### config.mk
export PLATFORM = sky130hd
export DESIGN_NAME = li_relay_station_flat
export DESIGN_NICKNAME = d
export VERILOG_FILES = /design/src/rtl/li_relay_station_if.sv /design/src/rtl/li_relay_station.sv /design/src/flat_wrapper.sv
export SDC_FILE = /design/constraint.sdc
export NUM_CORES = 1
export LEC_CHECK = 0
export CAP_MARGIN = 25
export CORE_MARGIN = 2
export CORE_UTILIZATION = 54
export DETAILED_ROUTE_END_ITERATION = 10
export PLACE_DENSITY_LB_ADDON = 0.25
export SLEW_MARGIN = 30
export SYNTH_ARGS = -nofsm -noshare
export SYNTH_HDL_FRONTEND = slang
export SYNTH_SLANG_ARGS = --single-unit
### constraint.sdc
create_clock -name clk -period 4.7 [get_ports clk]
set_clock_uncertainty 0.15 [all_clocks]
set_input_delay 0.705 -clock clk [delete_from_list [all_inputs] [get_ports clk]]
set_output_delay 0.705 -clock clk [all_outputs]
set_load 0.02 [all_outputs]
### src/rtl/li_relay_station_if.sv
// Latency-insensitive link: valid/data travel downstream, stop travels upstream.
interface li_link #(
  parameter int DWIDTH = 16
);
  logic              valid;
  logic              stop;
  logic [DWIDTH-1:0] data;

  modport source (output valid, output data, input stop);
  modport sink   (input valid, input data, output stop);
endinterface

### src/rtl/li_relay_station.sv
// Two-entry relay station: registers forward valid/data and backward stop so no
// combinational path crosses it; exports occupancy and a saturating stall count.
module li_relay_station #(
  parameter int DWIDTH    = 16,
  parameter int CNT_WIDTH = 16
) (
  input  logic                 clk,
  input  logic                 reset,
  li_link.sink                 i_link,
  li_link.source               o_link,
  output logic [1:0]           o_occupancy,
  output logic [CNT_WIDTH-1:0] o_stall_cnt
);

  typedef enum logic [1:0] {EMPTY = 2'd0, ONE = 2'd1, TWO = 2'd2} state_e;

  state_e               state_q, state_d;
  logic [DWIDTH-1:0]    main_q, main_d;
  logic [DWIDTH-1:0]    aux_q, aux_d;
  logic [CNT_WIDTH-1:0] cnt_q, cnt_d;
  logic                 accept, fire;
  logic                 out_valid, in_stop;
  logic [1:0]           occ;

  function automatic logic [CNT_WIDTH-1:0] sat_inc(input logic [CNT_WIDTH-1:0] v);
    return (v == {CNT_WIDTH{1'b1}}) ? v : v + CNT_WIDTH'(1);
  endfunction

  // Handshakes use only registered stop/valid, so neither side sees a comb path.
  assign accept = i_link.valid && !in_stop;
  assign fire   = out_valid && !o_link.stop;

  always_ff @(posedge clk or negedge reset) begin
    if (!reset) state_q <= EMPTY;
    else        state_q <= state_d;
  end

  always_comb begin
    state_d = state_q;
    unique case (state_q)
      EMPTY: if (accept) state_d = ONE;
      ONE: begin
        if (accept && !fire)      state_d = TWO;
        else if (!accept && fire) state_d = EMPTY;
      end
      TWO:     if (fire) state_d = ONE;
      default: state_d = EMPTY;
    endcase
  end

  always_comb begin
    out_valid = 1'b0;
    in_stop   = 1'b0;
    occ       = 2'd0;
    unique case (state_q)
      ONE: begin
        out_valid = 1'b1;
        occ       = 2'd1;
      end
      TWO: begin
        out_valid = 1'b1;
        in_stop   = 1'b1;
        occ       = 2'd2;
      end
      default: ;
    endcase
  end

  // Skid datapath: aux only fills when downstream stalls a token already in main.
  always_comb begin
    main_d = main_q;
    aux_d  = aux_q;
    unique case (state_q)
      EMPTY: if (accept) main_d = i_link.data;
      ONE: begin
        if (accept && fire) main_d = i_link.data;
        else if (accept)    aux_d  = i_link.data;
      end
      TWO:     if (fire) main_d = aux_q;
      default: ;
    endcase
  end

  assign cnt_d = (out_valid && o_link.stop) ? sat_inc(cnt_q) : cnt_q;

  always_ff @(posedge clk or negedge reset) begin
    if (!reset) begin
      main_q <= '0;
      aux_q  <= '0;
      cnt_q  <= '0;
    end else begin
      main_q <= main_d;
      aux_q  <= aux_d;
      cnt_q  <= cnt_d;
    end
  end

  assign o_link.valid = out_valid;
  assign o_link.data  = main_q;
  assign i_link.stop  = in_stop;
  assign o_occupancy  = occ;
  assign o_stall_cnt  = cnt_q;

endmodule
### src/flat_wrapper.sv
// flat-port wrapper written by rule: the top's interface ports become plain ports
module li_relay_station_flat 
#(
  parameter int DWIDTH    = 16,
  parameter int CNT_WIDTH = 16
)
  (clk, reset, o_occupancy, o_stall_cnt, i_link_valid, i_link_data, i_link_stop, o_link_valid, o_link_data, o_link_stop);
  li_link #(.DWIDTH(DWIDTH)) i_link_i ();
  li_link #(.DWIDTH(DWIDTH)) o_link_i ();
  input  logic clk;
  input  logic reset;
  output logic [1:0] o_occupancy;
  output logic [CNT_WIDTH-1:0] o_stall_cnt;
  input wire logic [$bits(i_link_i.valid)-1:0] i_link_valid;
  input wire logic [$bits(i_link_i.data)-1:0] i_link_data;
  output wire logic [$bits(i_link_i.stop)-1:0] i_link_stop;
  output wire logic [$bits(o_link_i.valid)-1:0] o_link_valid;
  output wire logic [$bits(o_link_i.data)-1:0] o_link_data;
  input wire logic [$bits(o_link_i.stop)-1:0] o_link_stop;
  assign i_link_i.valid = i_link_valid;
  assign i_link_i.data = i_link_data;
  assign i_link_stop = i_link_i.stop;
  assign o_link_valid = o_link_i.valid;
  assign o_link_data = o_link_i.data;
  assign o_link_i.stop = o_link_stop;
  li_relay_station #(.DWIDTH(DWIDTH), .CNT_WIDTH(CNT_WIDTH)) u_core (.clk(clk), .reset(reset), .i_link(i_link_i), .o_link(o_link_i), .o_occupancy(o_occupancy), .o_stall_cnt(o_stall_cnt));
endmodule
# Word-level counts from Yosys, hierarchy flattened
# Index checks and enable logic that the tools add are counted.
dict set report classes {
  addsub 1
  eq_ne 7
  mux 12
  n_bitwise 2
  reduce_logical 17
}
# op n
set ops {}
lappend ops {{$mux W16} 3}
lappend ops {{$pmux W16 S3} 1}
lappend ops {{$add A16 B1 Y16 const B} 1}
lappend ops {{$eq A16 B16 Y1 const B} 1}
lappend ops {{$mux W2} 4}
lappend ops {{$logic_and A1 B1 Y1} 6}
lappend ops {{$ne A2 B1 Y1 const B} 3}
lappend ops {{$pmux W2 S3} 1}
lappend ops {{$reduce_and A3 Y1} 2}
lappend ops {{$logic_not A1 Y1} 4}
lappend ops {{$pmux W2 S2} 1}
lappend ops {{$reduce_and A4 Y1} 1}
lappend ops {{$ne A3 B1 Y1 const B} 1}
lappend ops {{$reduce_bool A3 Y1} 1}
lappend ops {{$eq A2 B1 Y1 const B} 1}
lappend ops {{$eq A2 B2 Y1 const B} 1}
lappend ops {{$logic_not A2 Y1} 1}
lappend ops {{$mux W1} 2}
lappend ops {{$not A1 Y1} 2}
lappend ops {{$reduce_and A2 Y1} 1}
lappend ops {{$reduce_or A2 Y1} 1}
dict set report totals {
  ff_bits 50
  in_bits 20
}

# Logic depth before layout (Yosys ltp)
# Gate-level depths: netlist of run 1.
dict set report logic_depth {
  word_depth 9
  mapped_depth 8
}

# Least setup slack after synthesis of run 1
# No wires, ideal clock.
dict set report synth_timing {
  kind {reg2reg}
  startpoint {register u_core.state_q[1]}
  endpoint {register u_core.cnt_q[15], in the netlist u_core.o_stall_cnt[15]}
  setup_ns 0.128
  arrival_ns 1.988
  required_ns 4.422
  setup_slack_ns 2.435
  path_stages_with_launch 8
  path_cell_list {dfrtp_1 > inv_1 > ha_1 > nand2_1 > or2_0 > clkbuf_2 > nor4_2 > mux2_1}
}
dict set report synth_via {
  elab_chain_len 5
  word_cells_on_any_way 6
  cone_classes {eq/ne (2); mux (1); reduce/logical (3)}
}
# item line_no
set synth_lines {}
lappend synth_lines {{from (decl)} li_relay_station.sv:17} ;# state_e state_q, state_d;
lappend synth_lines {{from (signal assigned)} li_relay_station.sv:35} ;# else state_q <= state_d;
lappend synth_lines {{$eq A2 B1 Y1 / $eq A2 B2 Y1 (equally long branches)} li_relay_station.sv:55} ;# unique case (state_q)
lappend synth_lines {{$reduce_or A2 Y1 (no line) *} -}
lappend synth_lines {{$mux W1 *} li_relay_station.sv:55}
lappend synth_lines {{net o_link_valid} flat_wrapper.sv:17} ;# output wire logic [$bits(o_link_i.valid)-1:0] o_link_valid;
lappend synth_lines {{$logic_and A1 B1 Y1 *} li_relay_station.sv:84} ;# assign cnt_d = (out_valid && o_link.stop) ? sat_inc(cnt_q) : cnt_q;
lappend synth_lines {{$reduce_and A2 Y1 (no line) *} -}
lappend synth_lines {{to (signal assigned)} li_relay_station.sv:94} ;# cnt_q <= cnt_d;
lappend synth_lines {{to (decl)} li_relay_station.sv:20} ;# logic [CNT_WIDTH-1:0] cnt_q, cnt_d;
# Mark *: on every way through the listed nets, which the timed path passes. The rest lies on a longest branch.
# A chain may end at the register's enable or synchronous reset.

# Final worst setup path of run 1
dict set report layout_timing {
  startpoint {register u_core.state_q[0]}
  endpoint {output i_link_stop}
}
dict set report layout_via {
  elab_chain_len 2
}
# item line_no
set layout_lines {}
lappend layout_lines {{$eq A2 B2 Y1} li_relay_station.sv:55}
lappend layout_lines {{$mux W1} li_relay_station.sv:55}
lappend layout_lines {{to (decl)} flat_wrapper.sv:16} ;# output wire logic [$bits(i_link_i.stop)-1:0] i_link_stop;
# Every way passes these cells.

==> run metrics, run 1 <==
Mapped Cells=~220; CP max FO=21; Post-layout nets=between 200 and 300; Final Setup Violations=0; ys async rst share=between 90% and 100%; WL final=5.02 mm; hpwl dp=roughly 3.5 mm; Global Route Usage Sum=between 20% and 30%; DRT antenna net count=0; syn nets=around 240; clock transition at the registers of the reported paths=approximately 0.090 ns; Routed WL per cell=15.6 um; Tot Pwr=approximately 2.0 mW; Die Y=around 72 um; I/O pins=56; synth top area cells=dfrtp_1 (50%), mux2_2 (9.0%), mux2i_1 (7.2%); Die Area=between 5000 and 6000 um^2; Slew Limit Fails=0; Yosys top cell by area=dfrtp_1; combinational power share=between 40% and 50%; via/cell ratio=5.88; Max VDD drop=roughly 360 uV; synthesized area per cell=approximately 12 um^2; worst setup margin=~1.8 ns; CP max stage cell=clkdlybuf4s50_1; register share of total power=a little over a third; CP top delay family=buffers and inverters; number of max-cap violations=0; min-delay worst type=input pin to asynchronous set/reset pin; worst slack at placement=~2.0 ns; RSZ-0062 raised after global routing=no; CTS H-tree depth=2; Netlist cell types=43; Port Buffers=55; crit path DAT=between 2 and 2.5 ns; CP peak stage delay=between 0.6 and 0.7 ns; clock sink count=50; synthesized cell area=between 2000 and 3000 um^2; relative slew slack=about half; FILL cells=341; fin crit share=between 60% and 70%; synthesis-stage register bit count=50; first-pass iteration count of the detailed router=4; post_cts resized=0; achievable frequency=between 300 and 400 MHz; TNS Setup=0 ns; Worst Path Buf+Inv=3; Area Overhead vs Synth=27.5%; status=completed; Int Pwr=between 1 and 1.5 mW; Root Driver=clkbuf_8; share of the synthesized area in the top cell type=between 40% and 50%; fin crit period=between 2 and 3 ns; hold_buf cts=0; DR iter-0 viols=110; Sw Pwr=slightly below 0.8 mW; first-pass GRT wire length=~8.4 mm; clock power share=between 10 and 15%; Ant. Diodes=0; GP Congestion=~0.83; initial antenna violation count=0; Die Wd=between 70 and 80 um; layout cells sized above 1=between 10% and 20%; Startpoint Class=flop; core area=about 4400 um^2; sw frac=about two fifths; worst skew pair latency=about 0.30 ns; initial core utilization=56.9%; Worst Max-Slew Pin Slew=between 0.7 and 0.8 ns; Setup Fix Bufs, Post-CTS=0; crit path kind=flop to primary output; Yosys warnings=0; top_reg_cell synth=dfrtp_1; Power Dens Cells=627 nW/um^2; routed via count=roughly 1,900; count of flip-flops with a built-in enable after synthesis=0; number of CTS-inserted buffers=5; Leak Pwr=1.31 nW; crit-path cells=inv_1, ha_1, buf_4, clkdlybuf4s50_1; GRT Residual Overflow=0; Crit path required time=3.85 ns; largest net degree at the start of global routing=a little over 50; DRC=0; CP endpoint kind=primary output; register area share after synthesis=about half; Site Rows=24; CTS tree=done; final hold viol count=0; vias in the first global route=about 1,900; CTS Buffer Depth=2
==> area by class of cell <==
type / count / area [um^2] / share of cell area [%]
inverter: 4 / 15.0 / 0.469
timing repair buffer: 58 / 568 / 17.7
sequential: 50 / 1250 / 39.1
multi-input combinational: 150 / 1190 / 37.2
tap: 52 / 65.1 / 2.03
clock buffer: 8 / 110 / 3.44
==> flip-flops by register name, summed over array words and instances (netlist names) <==
name	count
u_core.aux_q	16
u_core.state_q	2
u_core.o_link.data	16
u_core.o_stall_cnt	16
==> worst register-to-register path: stages, from the launching register on <==
cell      delay, ns
dfrtp_1        0.42
inv_1          0.11
ha_1           0.20
buf_4          0.23
nand2b_4       0.22
o21ai_4        0.60
a21oi_1        0.14
a31oi_1        0.20
==> final timing paths <==
check / start / endpoint / slack [ns] / cells past startpoint
min in group clk: u_core.aux_q[2] / u_core.aux_q[2] / 0.36 / 1
setup reg to reg: u_core.state_q[0] / u_core.o_link.data[0] / 2.32 / 7
hold reg to reg: u_core.aux_q[2] / u_core.aux_q[2] / 0.36 / 1
setup / recovery: u_core.state_q[0] / i_link_stop / 1.82 / 4
hold / removal: reset / u_core.o_stall_cnt[1] / 0.34 / 2
max in group asynchronous: reset / u_core.o_link.data[0] / 3.63 / 2
==> power by group through the flow <==
stage / registers (mW) / clock network (mW) / logic [mW]
after floorplan: 0.830 / 0 / 0.548
after CTS: 0.735 / 0.294 / 0.991
after global placement: 0.737 / 0 / 0.947
after detailed placement: 0.739 / 0 / 0.986
final: 0.734 / 0.288 / 0.984
after global routing: 0.757 / 0.307 / 1.07
==> stage by stage <==
| stage | util, % | area [um^2] | cells | hold WS (ns) |
|---|---|---|---|---|
| after global placement | 69.9 | 3080 | 314 | 0.337 |
| after CTS | 72.5 | 3200 | 322 | 0.363 |
| after global routing | 72.5 | 3200 | 322 | 0.380 |
| after detailed placement | 70.0 | 3090 | 314 | 0.343 |
| after floorplan | - | 2510 | 215 | 0.259 |
| final | 72.5 | 3200 | 322 | 0.338 |
==> placed cells by master, fill, tap and decap left out, types with 2 or more instances in the layout <==
master,count
nand4_1,4
nor2_1,3
o21ai_0,4
nor4_1,2
clkdlybuf4s50_1,54
inv_1,4
buf_4,3
xnor2_1,2
mux2i_1,18
xor2_1,5
nand3_2,2
mux2_2,20
and4_1,3
nor3_1,3
ha_1,7
nand3_1,6
o21a_1,2
a21oi_1,19
nand2_1,12
clkbuf_8,8
a31oi_1,18
dfrtp_1,50
==> per-layer routing <==
metal | track usage, % | vias up | wire length (um)
li1 | - | 904 | -
met1 | 26.1 | 939 | 2190
met2 | 35.2 | 46 | 2590
met3 | 5.14 | 4 | 203
met4 | 6.50 | 0 | 35
met5 | 0 | - | 0
==> kinds of logic (layout without fill, tap and decap cells) <==
logic type      Yosys count  after routing  share of synthesized area (%)
compound gates           50             50                           12.2
flops                    50             50                           49.8
simple gates             46             46                           11.8
mux                      40             40                           17.2
buf+inv                  15             70                           3.14
fa+ha+maj                 7              7                           3.49
xor+xnor                  7              7                           2.44
==> Yosys cell counts (2+ instances only) <==
library cell	instances
a21oi_1	19
a31oi_1	18
and4_1	3
buf_2	5
buf_4	4
dfrtp_1	50
ha_1	7
inv_1	4
mux2_2	20
mux2i_1	18
nand2_1	12
nand3_1	6
nand3_2	2
nand4_1	4
nor2_1	3
nor3_1	3
nor4_1	2
o21a_1	2
o21ai_0	4
xnor2_1	2
xor2_1	5
No activity file was read; power rests on OpenSTA's default activity.
==> run 2: changes to the inputs <==
--- a/config.mk
+++ b/config.mk
@@ -7,7 +7,7 @@
 export LEC_CHECK = 0
 export CAP_MARGIN = 25
 export CORE_MARGIN = 2
-export CORE_UTILIZATION = 54
+export CORE_UTILIZATION = 50
 export DETAILED_ROUTE_END_ITERATION = 10
 export PLACE_DENSITY_LB_ADDON = 0.25
 export SLEW_MARGIN = 30
==> constraint.sdc (replaced) <==
create_clock -name clk -period 2.82 [get_ports clk]
set_clock_uncertainty 0.15 [all_clocks]
set_input_delay 0.423 -clock clk [delete_from_list [all_inputs] [get_ports clk]]
set_output_delay 0.423 -clock clk [all_outputs]
set_load 0.02 [all_outputs]
==> run metrics, run 2 (same netlist as run 1, synthesis figures left out) <==
status=completed; most common cell after layout, fill and taps aside=clkdlybuf4s50_1; crit path DAT=1.91 ns (-0.12 ns); Routed WL per cell=14.1 um (-9.7%); sw frac=39.4% (+0.33 points); clock sink count=50 (unchanged); TNS Setup=0 ns (unchanged); area of the multi-input gates=1180 um^2 (-0.63%); relative slew slack=58.6% (+7.2 points); Die Y=74.9 um (+3.7%); FILL cells=379 (+11%); Reg area=1250 um^2 (unchanged); CTS Buffer Depth=2 (unchanged); final hold viol count=0 (unchanged); largest net degree at the start of global routing=51 (unchanged); Setup Fix Bufs, Post-CTS=0 (unchanged); Die Area=5610 um^2 (+7.5%); Die Wd=74.9 um (+3.7%); crit path from=u_core.state_q[1]; min-delay worst type=input pin to asynchronous set/reset pin; Global Route Usage Sum=18.7% (-2.0 points); post_cts resized=0 (unchanged); CP endpoint kind=primary output; clock power share=12.4% (-1.9 points); CTS H-tree depth=2 (unchanged); WL final=4.76 mm (-5.2%); hpwl dp=3.24 mm (-6.3%); most frequent cells in the layout=clkdlybuf4s50_1 (54), dfrtp_1 (50), mux2_2 (20), a21oi_1 (19); CP max stage cell=clkdlybuf4s50_1; Worst Max-Slew Pin Slew=0.621 ns (-0.105 ns); initial antenna violation count=0 (unchanged); vias in the first global route=1,710 (-8.0%); I/O pins=56 (unchanged); Site Rows=25 (+4.2%); hold_buf cts=0 (unchanged); Tot Pwr=3.25 mW (+62%); first-pass GRT wire length=8.01 mm (-4.8%); Min Hold Slack=0.0673 ns (-0.271 ns); initial core utilization=52.5% (-4.4 points); CP peak stage delay=0.64 ns (-0.04 ns); placed cells=330 (+5.1%); Post-layout nets=297 (+0.34%); GP Congestion=0.841 (+1.9%); CTS tree=done; number of max-cap violations=0 (unchanged); combinational power share=50.2% (+1.1 points); routed via count=1,805 (-4.6%); Worst Path Buf+Inv=2 (-1); Ant. Diodes=0 (unchanged); via/cell ratio=5.34 (-9.2%); Post-Layout Cell Count=338 (+5.0%); register share of total power=37.3% (+0.7 points); Max VDD drop=637 uV (+78%); Int Pwr=1.97 mW (+61%); fin crit share=88.0%; Leak Pwr=1.31 nW (-0.67%); crit path kind=flop to primary output; DRT antenna net count=0 (unchanged); fin crit period=approximately 2.5 ns; DR iter-0 viols=87 (-21%); first-pass iteration count of the detailed router=4 (unchanged); clock transition at the registers of the reported paths=0.09 ns (about the same); CP max FO=6 (-71%); crit-path cells=inv_1, ha_1, clkdlybuf4s50_1; Startpoint Class=flop; RR Startpoint=u_core.state_q[1]; Power Dens Cells=1020 nW/um^2 (+62%); core area=4790 um^2 (+8.4%); Final Setup Violations=0 (unchanged); worst skew pair latency=0.29 ns (about the same); Slew Limit Fails=0 (unchanged); RSZ-0062 raised after global routing=no; GRT Residual Overflow=0 (unchanged); Sw Pwr=1.28 mW (+64%); Final Util=66.8% (-5.7 points); Port Buffers=55 (unchanged); Crit path required time=2.25 ns (-1.60 ns); Area Overhead vs Synth=27.3%; number of CTS-inserted buffers=5 (unchanged); achievable frequency=roughly 400 MHz; DRC=0 (unchanged); CP top delay family=buffers and inverters; Root Driver=clkbuf_8; layout cells sized above 1=16.2% (-0.060 points)
## run 2: cell count changes in the layout (fill, tap and decap cells not counted)
cell | previous run | this run
buf_4 | 3 | 4
o21ai_4 | 1 | 0
clkbuf_1 | 0 | 1
clkinv_2 | 0 | 1
clkinv_4 | 0 | 1
clkbuf_8 | 8 | 5
o21ai_2 | 0 | 1
## run 2: area by class of cell
class                      count  area share, %
inverter                       4          0.470
tap                           67           2.62
clock inverter                 2          0.431
multi-input combinational    150           37.1
sequential                    50           39.1
timing repair buffer          59           18.0
clock buffer                   6           2.27
## run 2: final timing paths
check,end,slack [ns],cells after the start
min in group clk,u_core.aux_q[2],0.36,1
min reg2reg,u_core.aux_q[2],0.36,1
max in group asynchronous,u_core.aux_q[11],2.03,2
max,o_link_valid,0.34,3
min,u_core.o_stall_cnt[8],0.07,2
max reg2reg,u_core.o_stall_cnt[15],0.48,6
## run 2: power by group through the flow
| stage | clock network, mW | logic, mW | registers [mW] |
|---|---|---|---|
| after floorplan | 0 | 0.913 | 1.38 |
| after global placement | 0 | 1.60 | 1.22 |
| after detailed placement | 0 | 1.64 | 1.22 |
| after CTS | 0.421 | 1.64 | 1.22 |
| after global routing | 0.449 | 1.79 | 1.26 |
| final | 0.405 | 1.63 | 1.22 |
## run 2: per-layer routing
layer  vias to the layer above  wire (um)  global-route usage (%)  share of wire, %
met2                        42       2210                    29.7                46
met5                         -          0                       0                 0
met4                         0         29                    4.76              0.61
met3                         2        213                    5.22               4.5
met1                       856       2310                    25.4                49
li1                        905          -                       -                 -
## run 2: through the flow
| stage | worst slack (ns) | instance area, um^2 |
|---|---|---|
| 2_1_floorplan | 0.555 | 2510 |
| 3_3_place_gp | 0.503 | 3110 |
| 3_5_place_dp | 0.469 | 3110 |
| 4_1_cts | 0.341 | 3200 |
| 5_1_grt | 0.231 | 3200 |
| 6_report | 0.338 | 3200 |
